[config.mk]
export PLATFORM = sky130hd
export DESIGN_NAME = booth_pp_accum
export DESIGN_NICKNAME = d
export VERILOG_FILES = /design/src/rtl/booth_pkg.sv /design/src/rtl/booth_pp_shift.sv /design/src/rtl/booth_pp_accum.sv
export SDC_FILE = /design/constraint.sdc
export NUM_CORES = 1
export LEC_CHECK = 0
export CORE_ASPECT_RATIO = 1.75
export CORE_MARGIN = 3
export CORE_UTILIZATION = 35
export DETAILED_ROUTE_END_ITERATION = 7
export GPL_TIMING_DRIVEN = 0
export PLACE_DENSITY = 0.6
export SKIP_LAST_GASP = 1
export SYNTH_ARGS = -nofsm -noshare
export SYNTH_HDL_FRONTEND = slang
export SYNTH_SLANG_ARGS = --single-unit
[constraint.sdc]
create_clock -name clk -period 4.9 [get_ports clk]
set_input_delay 0.98 -clock clk [delete_from_list [all_inputs] [get_ports clk]]
set_output_delay 0.98 -clock clk [all_outputs]
set_load 0.01 [all_outputs]
[src/rtl/booth_pkg.sv]
// Shared types and helpers for the radix-4 Booth partial-product accumulator.
// Optional flush port is enabled by defining BOOTH_PP_ACCUM_FLUSH_EN.
package booth_pkg;

   typedef enum logic [0:0] {
      ACC  = 1'b0,
      DONE = 1'b1
   } state_t;

   localparam int DEF_WIDTH = 16;
   localparam int NUM_PP    = DEF_WIDTH / 2;
   localparam int ACC_W     = 2 * DEF_WIDTH + 2;

   // Widest operand the helper supports; callers sign-extend into it and keep the low bits.
   localparam int MAX_W     = 128;

   // Sign-extended partial product plus its correction bit, weighted by 4^idx.
   function automatic logic [2*MAX_W+1:0] pp_term(input logic [MAX_W:0] pp_sext,
                                                  input logic           comp,
                                                  input int unsigned    idx);
      logic [2*MAX_W+1:0] wide;
      wide = {{(MAX_W+1){pp_sext[MAX_W]}}, pp_sext};
      return (wide + {{(2*MAX_W+1){1'b0}}, comp}) << (2 * idx);
   endfunction

endpackage

[src/rtl/booth_pp_shift.sv]
// Combinational weighting of one selected partial product into accumulator width.
// Used by booth_pp_accum (optional flush via BOOTH_PP_ACCUM_FLUSH_EN lives in the top).
module booth_pp_shift
   import booth_pkg::*;
#(
   parameter int WIDTH = DEF_WIDTH
) (
   input  logic [WIDTH:0]               pp_in,
   input  logic                         pp_comp,
   input  logic [$clog2(WIDTH/2)-1:0]   idx,
   output logic [2*WIDTH+1:0]           term
);

   logic [MAX_W:0]     pp_sext_s;
   logic [2*MAX_W+1:0] term_wide_s;
   logic               unused_hi_s;

   // Widen, weight, then keep only the accumulator-width slice; upper wrap is discarded.
   always_comb begin
      pp_sext_s   = {{(MAX_W-WIDTH){pp_in[WIDTH]}}, pp_in};
      term_wide_s = pp_term(pp_sext_s, pp_comp, 32'(idx));
      term        = term_wide_s[2*WIDTH+1:0];
      unused_hi_s = ^term_wide_s[2*MAX_W+1:2*WIDTH+2];
   end

endmodule

[src/rtl/booth_pp_accum.sv]
// Sequential radix-4 Booth partial-product accumulator with valid/ready product output.
// Define BOOTH_PP_ACCUM_FLUSH_EN to add a synchronous flush input.
module booth_pp_accum
   import booth_pkg::*;
#(
   parameter int WIDTH = DEF_WIDTH,
   parameter int CNT_W = $clog2(WIDTH/2)
) (
   input  logic                 clk,
   input  logic                 rst,
`ifdef BOOTH_PP_ACCUM_FLUSH_EN
   input  logic                 flush,
`endif
   input  logic                 pp_valid,
   output logic                 pp_ready,
   input  logic [WIDTH:0]       pp_in,
   input  logic                 pp_comp,
   output logic                 prod_valid,
   input  logic                 prod_ready,
   output logic [2*WIDTH-1:0]   prod,
   output logic                 busy
);

   localparam int             SUM_W    = 2 * WIDTH + 2;
   localparam logic [CNT_W-1:0] LAST_IDX = CNT_W'(WIDTH/2 - 1);

   state_t              state_q, state_d;
   logic [CNT_W-1:0]    idx_q, idx_d;
   logic [SUM_W-1:0]    acc_q, acc_d;
   logic                pp_ready_q;
   logic                prod_valid_q;
   logic                busy_q;
   logic [2*WIDTH-1:0]  prod_q;
   logic [SUM_W-1:0]    term_s;
   logic                beat_s;

   booth_pp_shift #(.WIDTH(WIDTH)) u_shift (
      .pp_in   (pp_in),
      .pp_comp (pp_comp),
      .idx     (idx_q),
      .term    (term_s)
   );

   // Next-state: accumulate beats in ACC, hold the product in DONE until it is taken.
   always_comb begin
      state_d = state_q;
      idx_d   = idx_q;
      acc_d   = acc_q;
      beat_s  = pp_valid & pp_ready_q;
      case (state_q)
         ACC: begin
            if (beat_s) begin
               acc_d = acc_q + term_s;
               if (idx_q == LAST_IDX) begin
                  idx_d   = {CNT_W{1'b0}};
                  state_d = DONE;
               end else begin
                  idx_d = idx_q + CNT_W'(1);
               end
            end else begin
               acc_d = acc_q;
            end
         end
         DONE: begin
            if (prod_valid_q & prod_ready) begin
               acc_d   = {SUM_W{1'b0}};
               state_d = ACC;
            end else begin
               acc_d = acc_q;
            end
         end
         default: begin
            state_d = ACC;
            idx_d   = {CNT_W{1'b0}};
            acc_d   = {SUM_W{1'b0}};
         end
      endcase
`ifdef BOOTH_PP_ACCUM_FLUSH_EN
      // Flush overrides anything decided above, including a beat presented this cycle.
      if (flush) begin
         state_d = ACC;
         idx_d   = {CNT_W{1'b0}};
         acc_d   = {SUM_W{1'b0}};
      end else begin
         state_d = state_d;
      end
`endif
   end

   // State and registered outputs, all derived from the next-state values.
   always_ff @(posedge clk) begin
      if (rst) begin
         state_q      <= ACC;
         idx_q        <= {CNT_W{1'b0}};
         acc_q        <= {SUM_W{1'b0}};
         pp_ready_q   <= 1'b1;
         prod_valid_q <= 1'b0;
         busy_q       <= 1'b0;
         prod_q       <= {(2*WIDTH){1'b0}};
      end else begin
         state_q      <= state_d;
         idx_q        <= idx_d;
         acc_q        <= acc_d;
         pp_ready_q   <= (state_d == ACC);
         prod_valid_q <= (state_d == DONE);
         busy_q       <= (state_d == DONE) || (idx_d != {CNT_W{1'b0}});
         prod_q       <= acc_d[2*WIDTH-1:0];
      end
   end

   assign pp_ready   = pp_ready_q;
   assign prod_valid = prod_valid_q;
   assign busy       = busy_q;
   assign prod       = prod_q;

endmodule

==> impl_metrics.ini <==
[outcome]
run_status = finished, final reports clean

[detailed_routing]
wl_per_cell_um = 18.85
drt_iter0_markers = 314
drc = 0
wl_met3_um = 477
viasPerCell = 5.988
vias = 4485
dr.pass1.iters = 6
drt-total-wl_mm = 14.12
top_layer = met4
wl_met2_mm = 7.730
ant_nets = 0
wl_met1_mm = 5.225

[clock_tree]
h-tree-depth = 2
path_clk_slew_ns = 0.06
cts_sinks = 38
cts-buffers-inserted = 5
cts_root_buffer = clkbuf_16
hold_buffers = 0
cts_buffer_depth = 2
cts_tree = yes
insertion_delay_ns = 0.29

[synthesis]
ys_types = 66
syn-num-nets = 596
synth_edf_count = 0
synth-seq-cells = 38
synth_top_area_cell = dfxtp_1
synth_simple_gate_area_share_pct = 19.46
synth_fa_ha_area_share_pct = 11.70
syn_inst = 536
synthMuxAreaShare_pct = 7.214
syn_avg_cell_area_sq_um = 7.701
synth_top_area_share_pct = 18.43
synthTopCellsByCount = a21oi_1, nor2_1, nand2_1
synth_top_family_by_area = compound AO/OA/AOI/OAI gates
ys_warn_count = 0
synth_compound_area_share_pct = 31.13
synth_area_sq_um = 4128
synth.most_common_cell = a21oi_1
yosys_most_used_dff = dfxtp_1
async_flop_share_pct = 0
synth-xor-area-share_pct = 7.214
ys_seq_area_share_pct = 18.43
yosys-top-cells-area = dfxtp_1, ha_1, a21oi_1

[power_and_ir_drop]
leakagePower_nw = 2.310
pwr_density_cell_nw_per_um2 = 356.4
ir_drop_mv = 0.1768

[setup_path]
worst_setup_path_start_kind = primary input
endpoint = acc_q[30]
cp.required_ns = 5.09
r2r_slack_ns = 0.73
worstPathArrival_ns = 4.87
rr_endpoint = acc_q[28]
crit_type = in2reg
end_kind = flip-flop
setup.worst_path.start = pp_in[11]
crit-reg2reg-launch = idx_q[0]
rr_worst_depth = 15
path_max_fanout = 8

[floorplan]
die_y_um = 149.7
die_w_um = 88.09
initial_core_util_pct = 36.55
die_area_sq_um = 13180
coreArea_sq_um = 11290
rows = 51
io_pins = 57

[layout]
drive_gt1_share_pct = 18.48
fin_util_pct = 49.71
design_area_sq_um = 5614
n_antenna_cell = 0
areaGrowthSynthToFinish_pct = 36.01
final_nets = 676

[grt]
grt_overflow_total = 0
grt_max_degree = 13
grt_pass1_vias = 4444
grt_pass1_wl_mm = 22.10
antenna_found_initial = 0
grt_usage_pct = 21.14

[sta]
rsz0062_at_grt = no
hold_viol_final = 0
slew_headroom_pct = 45.38
setup_viol = 0
fin_crit_ns = 4.686
fin_setup_tns_ns = 0
slew_viol_final = 0
fmax_mhz = 213.4
clock_skew_ns = 0.01080
timing_worst_slew_pin_value_ns = 0.8193
period_share_pct = 95.62

[job]
maxCapViolCount = 0

[hold_path]
hold_class = reg2reg
worstHoldStart = acc_q[27]

[placement]
dp_hpwl_mm = 10.47
gp_congestion = 0.8921
port_buffers = 51
placed_area_sq_um = 4803
## registers in the layout, indices dropped and copies added (netlist names)
| signal | flops |
|---|---|
| acc_q | 32 |
| idx_q | 3 |
| busy | 1 |
| pp_ready | 1 |
| prod_valid | 1 |
## metrics by stage
stage	setup slack [ns]	power [mW]	hold slack, ns	instances
after floorplan	0.3149	1.069	0.5164	536
after global placement	-0.8873	1.362	0.4946	719
after detailed placement	-0.8776	1.374	0.4981	719
after CTS	0.008106	1.926	0.5179	737
after global routing	0.08628	2.122	0.5431	749
final	0.2145	2.001	0.5087	749
## per-layer routing
layer,up-vias,global-route usage [%]
li1,2168,-
met1,2134,22.32
met2,140,39.39
met3,43,2.700
met4,0,11.12
met5,-,0
## power breakdown
part / switching, mW / total [mW] / internal, mW
Combinational: 0.608 / 1.13 / 0.521
Sequential: 0.0595 / 0.425 / 0.366
Clock: 0.140 / 0.446 / 0.306
## final cells by class
type	count	area, sq um
Buffer	27	151.4
Clock buffer	6	138.9
Clock inverter	2	60.06
Fill cell	1096	5680
Inverter	11	41.29
Multi-Input combinational cell	458	3582
Sequential cell	38	760.7
Tap cell	132	165.2
Timing Repair Buffer	75	714.4
## worst max-delay path: stages
cell and delay, ns:
clkdlybuf4s50_1 0.60, nand4_1 0.19, nor4_4 0.23, nand3_1 0.16
xnor2_2 0.20, mux2i_1 0.26, mux2i_1 0.15, buf_4 0.16
a21oi_1 0.18, ha_1 0.35, a21o_1 0.22, a211oi_2 0.29
o211ai_1 0.19, a31oi_4 0.23, o41ai_2 0.09, xor2_1 0.15
a22o_1 0.20
## how the worst min path moves through the flow
| stage | slack [ns] | to | cells past startpoint |
|---|---|---|---|
| 3_3_place_gp | 0.49 | acc_q[27] | 1 |
| 4_1_cts | 0.52 | acc_q[27] | 1 |
| 3_5_place_dp | 0.50 | acc_q[27] | 1 |
| 2_1_floorplan | 0.52 | acc_q[31] | 2 |
| 6_report | 0.51 | acc_q[27] | 1 |
| 5_1_grt | 0.54 | acc_q[29] | 1 |
## what timing repair did
action	in CTS	in global routing
buffers inserted	12	12
endpoints found under the hold margin	0	0
pin swaps	11	28
setup endpoints to repair	18	17
gates resized for setup	48	44
## cell families after synthesis
| family | Yosys count |
|---|---|
| muxes | 28 |
| DFF | 38 |
| AOI/OAI and AO/OA | 192 |
| adders and majority gates | 38 |
| xor gates and xnor gates | 34 |
| buffers and inverters | 40 |
| and+or+nand+nor | 166 |
## placed cells by master (no fill, tap or decap), types with 5 or more instances in the layout
| cell type | count |
|---|---|
| nor2_1 | 58 |
| a21oi_1 | 55 |
| clkdlybuf4s50_1 | 43 |
| nand2_1 | 40 |
| dfxtp_1 | 38 |
| ha_1 | 29 |
| buf_4 | 27 |
| mux2i_1 | 19 |
| a22o_1 | 17 |
| clkbuf_1 | 15 |
| xnor2_1 | 15 |
| xor2_1 | 15 |
| o21ai_0 | 15 |
| a22oi_1 | 13 |
| a21o_1 | 12 |
| inv_1 | 11 |
| nand3_1 | 11 |
| a21oi_2 | 11 |
| a31oi_1 | 8 |
| a211oi_1 | 8 |
| dlymetal6s2s_1 | 8 |
| nor3_1 | 7 |
| nand4_1 | 6 |
| o21bai_1 | 6 |
| buf_6 | 5 |
| o21ai_1 | 5 |
| a41oi_1 | 5 |
| ha_4 | 5 |
| clkbuf_16 | 5 |
No activity file was read; power rests on OpenSTA's default activity.
